`config.mk`:
```
export PLATFORM = sky130hd
export DESIGN_NAME = avr_irq_ctrl
export DESIGN_NICKNAME = d
export VERILOG_FILES = /design/src/rtl/avr_irq_ctrl_pkg.sv /design/src/rtl/avr_irq_ctrl_sync.sv /design/src/rtl/avr_irq_ctrl.sv
export SDC_FILE = /design/constraint.sdc
export NUM_CORES = 1
export LEC_CHECK = 0
export BUFFER_PORTS_ARGS = -buffer_cell sky130_fd_sc_hd__buf_2
export CORE_MARGIN = 4
export CORE_UTILIZATION = 59
export CTS_BUF_LIST = sky130_fd_sc_hd__clkbuf_8
export DETAILED_ROUTE_END_ITERATION = 8
export PLACE_DENSITY_LB_ADDON = 0.2
export SETUP_SLACK_MARGIN = 0.15
export SYNTH_ARGS = -nofsm -noshare
export SYNTH_HDL_FRONTEND = slang
export SYNTH_SLANG_ARGS = --single-unit
```
`constraint.sdc`:
```
create_clock -name clk -period 2 [get_ports clk]
set_input_delay 0.3 -clock clk [delete_from_list [all_inputs] [get_ports clk]]
set_output_delay 0.3 -clock clk [all_outputs]
set_load 0.05 [all_outputs]
```
`src/rtl/avr_irq_ctrl_pkg.sv`:
```
// Shared constants for the AVR interrupt controller: register offsets,
// FSM state encodings, ISTA layout and the priority encoder.
package avr_irq_ctrl_pkg;

   // I/O register offsets
   localparam logic [1:0] REG_IMSK = 2'd0;
   localparam logic [1:0] REG_IPND = 2'd1;
   localparam logic [1:0] REG_IEDG = 2'd2;
   localparam logic [1:0] REG_ISTA = 2'd3;

   // Request FSM encodings
   localparam logic [1:0] ST_IDLE = 2'd0;
   localparam logic [1:0] ST_REQ  = 2'd1;
   localparam logic [1:0] ST_HOLD = 2'd2;

   // ISTA layout: {active, 4'b0, in-service vector[2:0]}
   localparam int ISTA_ACT_BIT = 7;
   localparam int ISTA_VEC_W   = 3;

   // Index of the lowest set bit; 0 when nothing is set (caller checks |v)
   function automatic logic [2:0] lowest_set(input logic [7:0] v);
      logic [2:0] r;
      r = 3'd0;
      for (int i = 7; i >= 0; i--) begin
         if (v[i]) r = 3'(i);
      end
      return r;
   endfunction

endpackage

```
`src/rtl/avr_irq_ctrl_sync.sv`:
```
// W-wide 2-flop synchroniser for asynchronous IRQ lines, followed by a
// history flop so the top level sees both the level and a one-cycle rise.
module avr_irq_ctrl_sync #(
   parameter int W = 4
) (
   input  logic         clk,
   input  logic         rst,
   input  logic [W-1:0] d_i,
   output logic [W-1:0] lvl_o,
   output logic [W-1:0] rise_o
);

   logic [W-1:0] s1_q, s2_q, prev_q;

   // Synchroniser chain plus previous-value flop; prev resets to 0 so a line
   // already high when reset is released is seen as a rising edge.
   always_ff @(posedge clk or negedge rst) begin
      if (!rst) begin
         s1_q   <= '0;
         s2_q   <= '0;
         prev_q <= '0;
      end else begin
         s1_q   <= d_i;
         s2_q   <= s1_q;
         prev_q <= s2_q;
      end
   end

   assign lvl_o  = s2_q;
   assign rise_o = s2_q & ~prev_q;

endmodule

```
`src/rtl/avr_irq_ctrl.sv`:
```
// Registered interrupt controller between peripheral IRQ sources and the
// AVR core: pending capture, mask, fixed lowest-index priority, and a
// request/acknowledge handshake with control registers on the I/O bus.
module avr_irq_ctrl
   import avr_irq_ctrl_pkg::*;
#(
   parameter int N_IRQ  = 4,
   parameter int VECT_W = 2
) (
   input  logic              clk,
   input  logic              rst,
   input  logic              io_re,
   input  logic              io_we,
   input  logic [1:0]        io_a,
   input  logic [7:0]        io_do,
   output logic [7:0]        io_di,
   input  logic [N_IRQ-1:0]  irq_lines,
   output logic              iflag,
   output logic [VECT_W-1:0] ivect,
   input  logic              iack,
   input  logic [VECT_W-1:0] iack_vect
);

   logic [N_IRQ-1:0]      lvl, rise, eff;
   logic [N_IRQ-1:0]      imsk_q, iedg_q;
   logic [N_IRQ-1:0]      pend_q, pend_d;
   logic [N_IRQ-1:0]      ack_dec, sw_set, sw_clr;
   logic [1:0]            st_q, st_d;
   logic                  iflag_q, iflag_d;
   logic [VECT_W-1:0]     ivect_q, ivect_d, win;
   logic                  act_q, act_d;
   logic [ISTA_VEC_W-1:0] svec_q, svec_d;
   logic                  wr_imsk, wr_ipnd, wr_iedg, wr_ista;
   logic                  unused_io_do;

   avr_irq_ctrl_sync #(.W(N_IRQ)) u_sync (
      .clk    (clk),
      .rst    (rst),
      .d_i    (irq_lines),
      .lvl_o  (lvl),
      .rise_o (rise)
   );

   assign wr_imsk = io_we && (io_a == REG_IMSK);
   assign wr_ipnd = io_we && (io_a == REG_IPND);
   assign wr_iedg = io_we && (io_a == REG_IEDG);
   assign wr_ista = io_we && (io_a == REG_ISTA);

   // Only bits below N_IRQ and the ISTA active bit carry meaning
   assign unused_io_do = ^io_do;

   assign sw_set = wr_ista ? io_do[N_IRQ-1:0] : '0;
   assign sw_clr = wr_ipnd ? io_do[N_IRQ-1:0] : '0;

   // One-hot decode of the acknowledged vector
   always_comb begin
      ack_dec = '0;
      if (iack) begin
         for (int i = 0; i < N_IRQ; i++) begin
            if (iack_vect == VECT_W'(i)) ack_dec[i] = 1'b1;
         end
      end
   end

   // Edge bits: set beats clear; level bits simply follow the synced line
   assign pend_d = (iedg_q & (rise | sw_set | (pend_q & ~(sw_clr | ack_dec))))
                 | (~iedg_q & lvl);

   assign eff = pend_q & imsk_q;
   assign win = VECT_W'(lowest_set(8'(eff)));

   // Software-writable mask and edge-select registers
   always_ff @(posedge clk or negedge rst) begin
      if (!rst) begin
         imsk_q <= '0;
         iedg_q <= '0;
      end else begin
         if (wr_imsk) imsk_q <= io_do[N_IRQ-1:0];
         if (wr_iedg) iedg_q <= io_do[N_IRQ-1:0];
      end
   end

   // Pending register
   always_ff @(posedge clk or negedge rst) begin
      if (!rst) pend_q <= '0;
      else      pend_q <= pend_d;
   end

   // Request FSM next state: ivect is frozen while in REQ, iack beats withdraw
   always_comb begin
      st_d    = st_q;
      iflag_d = iflag_q;
      ivect_d = ivect_q;
      act_d   = act_q;
      svec_d  = svec_q;
      if (wr_ista && io_do[ISTA_ACT_BIT]) act_d = 1'b0;
      if (iack) act_d = 1'b0;
      case (st_q)
         ST_IDLE: begin
            if (|eff) begin
               ivect_d = win;
               iflag_d = 1'b1;
               st_d    = ST_REQ;
            end
         end
         ST_REQ: begin
            if (iack) begin
               iflag_d = 1'b0;
               act_d   = 1'b1;
               svec_d  = ISTA_VEC_W'(iack_vect);
               st_d    = ST_HOLD;
            end else if (!eff[ivect_q]) begin
               iflag_d = 1'b0;
               st_d    = ST_IDLE;
            end
         end
         ST_HOLD: st_d = ST_IDLE;
         default: begin
            iflag_d = 1'b0;
            st_d    = ST_IDLE;
         end
      endcase
   end

   // FSM, request outputs and in-service status registers
   always_ff @(posedge clk or negedge rst) begin
      if (!rst) begin
         st_q    <= ST_IDLE;
         iflag_q <= 1'b0;
         ivect_q <= '0;
         act_q   <= 1'b0;
         svec_q  <= '0;
      end else begin
         st_q    <= st_d;
         iflag_q <= iflag_d;
         ivect_q <= ivect_d;
         act_q   <= act_d;
         svec_q  <= svec_d;
      end
   end

   assign iflag = iflag_q;
   assign ivect = ivect_q;

   // Read mux; drives zero when not selected so it can share a wor bus
   always_comb begin
      io_di = 8'h00;
      if (io_re) begin
         case (io_a)
            REG_IMSK: io_di = 8'(imsk_q);
            REG_IPND: io_di = 8'(pend_q);
            REG_IEDG: io_di = 8'(iedg_q);
            REG_ISTA: io_di = {act_q, 4'b0000, svec_q};
            default:  io_di = 8'h00;
         endcase
      end
   end

endmodule

```
==> results.cfg <==
[timing]
final.setup.worst_slack_ps = 184
tightest_slew_ps = 686
post-route-period-util = 0.908
fmax_mhz = 551
skew_ps = 4.99
rsz0062_at_grt = no
relSlewSlack = 0.543
slew_violations = 0
setup_viol = 0
setup-tns-final_ps = 0
final_hold_viol_count = 0
finalCriticalPeriod_ps = 1820

[global_routing]
antenna_found_initial = 0
grt_overflow = 0
first_global_vias = 957
gr-usage-all-layers = 0.193
grt_pass1_wl_mm = 4.62
grt_max_degree = 33

[pwr]
p_comb_frac = 0.296
swShare = 0.328
p_leak_nw = 0.778
peakVddDrop_uv = 1210
p_total_w = 0.00199
switchingPower_w = 0.000655
power_frac_seq = 0.442
p_clk_frac = 0.262
p_int_w = 0.00134
pwr_density_cell_mw_per_mm2 = 1190

[outcome]
outcome = finished clean

[finish]
syn2layout_area_growth_pct = 20.6
final_util = 0.752
n_antenna_cell = 0
final_layout_size_suffix_gt1_frac = 0.369
nNetsFinal = 162

[worst_setup_path]
critPathSlowestCell = mux4_1
required_ps = 1700
slowest_delay_ps = 500
crit_chain = mux4_1 > and2_1 > buf_6
crit_path_start_kind = register
cp_max_fo = 4
cp_data_arrival_time_ps = 1520
end_kind = output port
ff2ff_path_depth = 6
crit_type = reg2out

[synth]
synth.avg_cell_area_sq_um = 13.1
synth_ff_type = dfrtp_1
synthArstFlopShare = 1.00
netlist_area_sq_mm = 0.00139
seq_area_frac_synth = 0.575
synth_cell_type_count = 31
synth-edff-count = 0
synthCells = 106
ys_ff_latch = 32
yosysWarnings = 0

[die]
dieArea_sq_mm = 0.00320
ioPinCount = 32
start_util = 0.624
die-height_um = 56.6
rows = 17
die_w_um = 56.6
core_sq_mm = 0.00223

[placement]
place_ws_ps = 258
port_buffers = 25
hpwl_mm = 1.90
place.gp.congestion = 0.873

[clock_tree]
cts_hold_buf = 0
htreeDepth = 2
cts_tree = yes
clk_pin_slew_ps = 60
cts_inserted_buffers = 5
clock-sinks = 32
insertion_delay_ps = 280
cts-root-buf = clkbuf_8
cts_buffer_depth = 2

[route]
ant_nets = 0
vias = 1012
dr.pass1.iters = 4
initialDrtViolationCount = 22
wirelength_mm = 2.75
wire_per_inst_um = 16.2
drc = 0
vias_per_cell = 5.99

[hold_path]
min_path_type = in2async

[flow_run]
cap_violations = 0
critical path: cells and delay by family (launching register included):
kind,cells,cell delay (ps)
and+or+nand+nor,1,180
DFF,1,410
muxes,1,500
buffers and inverters,1,150
Yosys cell counts, types with 3 or more instances:
cell type | number | area share
and2_1 | 4 | 0.018
nand2_1 | 8 | 0.022
nand3b_1 | 4 | 0.022
dfrtp_1 | 32 | 0.57
a21boi_0 | 4 | 0.022
a21oi_1 | 4 | 0.014
mux2_2 | 10 | 0.081
buf_4 | 4 | 0.022
a311o_1 | 4 | 0.029
nand3_1 | 4 | 0.014
o21ai_0 | 3 | 0.011
per-stage QoR:
stage / cell area, sq um / instances / hold slack [ps]
2_1_floorplan: 1400 / 108 / 4.41
3_3_place_gp: 1530 / 156 / 332
3_5_place_dp: 1530 / 156 / 339
4_1_cts: 1650 / 166 / 80.7
5_1_grt: 1680 / 169 / 105
6_report: 1680 / 169 / 58.4
repair_timing:
item,CTS,global route
buffers inserted,3,3
resized for setup,2,2
endpoints found under the setup margin,2,2
hold endpoints to repair,0,0
power by group through the flow:
stage                     combinational (W)  clock (W)  sequential (W)
final                              0.000591   0.000522        0.000881
after global routing               0.000638   0.000573        0.000903
after CTS                          0.000567   0.000533        0.000881
after detailed placement           0.000533          0        0.000899
after global placement             0.000519          0        0.000891
after floorplan                    0.000322          0        0.000969
state kept, by name (all words and copies together) (netlist names), 2 cells and up:
| register | cells |
|---|---|
| u_sync.s1_q | 4 |
| pend_q | 4 |
| ivect | 2 |
| iedg_q | 4 |
| imsk_q | 4 |
| st_q | 2 |
| u_sync.prev_q | 4 |
| u_sync.lvl_o | 4 |
| svec_q | 2 |
final timing paths:
check	from	to	slack [ps]
max reg2reg	imsk_q[1]	ivect[0]	450
min in group clk	irq_lines[2]	u_sync.s1_q[2]	120
max	pend_q[0]	io_di[0]	180
min	rst	iedg_q[2]	60
max in group asynchronous	rst	ivect[0]	1500
min reg2reg	u_sync.s1_q[3]	u_sync.lvl_o[3]	350
layout make-up:
| class | count | area, sq um |
|---|---|---|
| Tap cell | 28 | 35.0 |
| Clock buffer | 7 | 96.3 |
| Multi-Input combinational cell | 69 | 558 |
| Inverter | 2 | 7.51 |
| Fill cell | 178 | 553 |
| Sequential cell | 32 | 801 |
| Timing Repair Buffer | 31 | 183 |
kinds of logic (layout without fill, tap and decap cells):
kind of cell | after synthesis | count (layout) | share of synthesized area
compound gates | 25 | 25 | 0.139
buf+inv | 7 | 40 | 0.0305
flops | 32 | 32 | 0.575
mux | 15 | 15 | 0.149
other cells | 1 | 3 | 0.00269
simple gates | 26 | 26 | 0.104
per-layer routing:
layer  track usage  part of all wire
met3        0.0690             0.097
met5             0                 0
met2         0.269              0.45
met1         0.275              0.43
met4        0.0712             0.017
cell usage in the layout, fill, tap and decap left out:
| cell | n |
|---|---|
| mux2i_1 | 2 |
| inv_1 | 2 |
| mux4_1 | 2 |
| nand3b_1 | 4 |
| nor3_1 | 1 |
| o32a_1 | 1 |
| buf_2 | 23 |
| o21ai_0 | 3 |
| and3_1 | 1 |
| buf_4 | 6 |
| mux4_2 | 1 |
| and4_1 | 1 |
| a31o_2 | 1 |
| nand2_1 | 8 |
| and2_1 | 4 |
| buf_6 | 2 |
| a311o_1 | 4 |
| a21oi_1 | 4 |
| nor2_1 | 2 |
| a311oi_1 | 1 |
| dfrtp_1 | 32 |
| conb_1 | 3 |
| nand3_1 | 4 |
| a21boi_0 | 4 |
| nor3b_2 | 1 |
| a32o_1 | 1 |
| clkbuf_8 | 7 |
| mux2_2 | 10 |
| a21o_1 | 2 |
| o31ai_2 | 1 |
| o311ai_1 | 1 |
| a22oi_1 | 1 |
| o211ai_1 | 1 |
No activity file was read; power rests on OpenSTA's default activity.
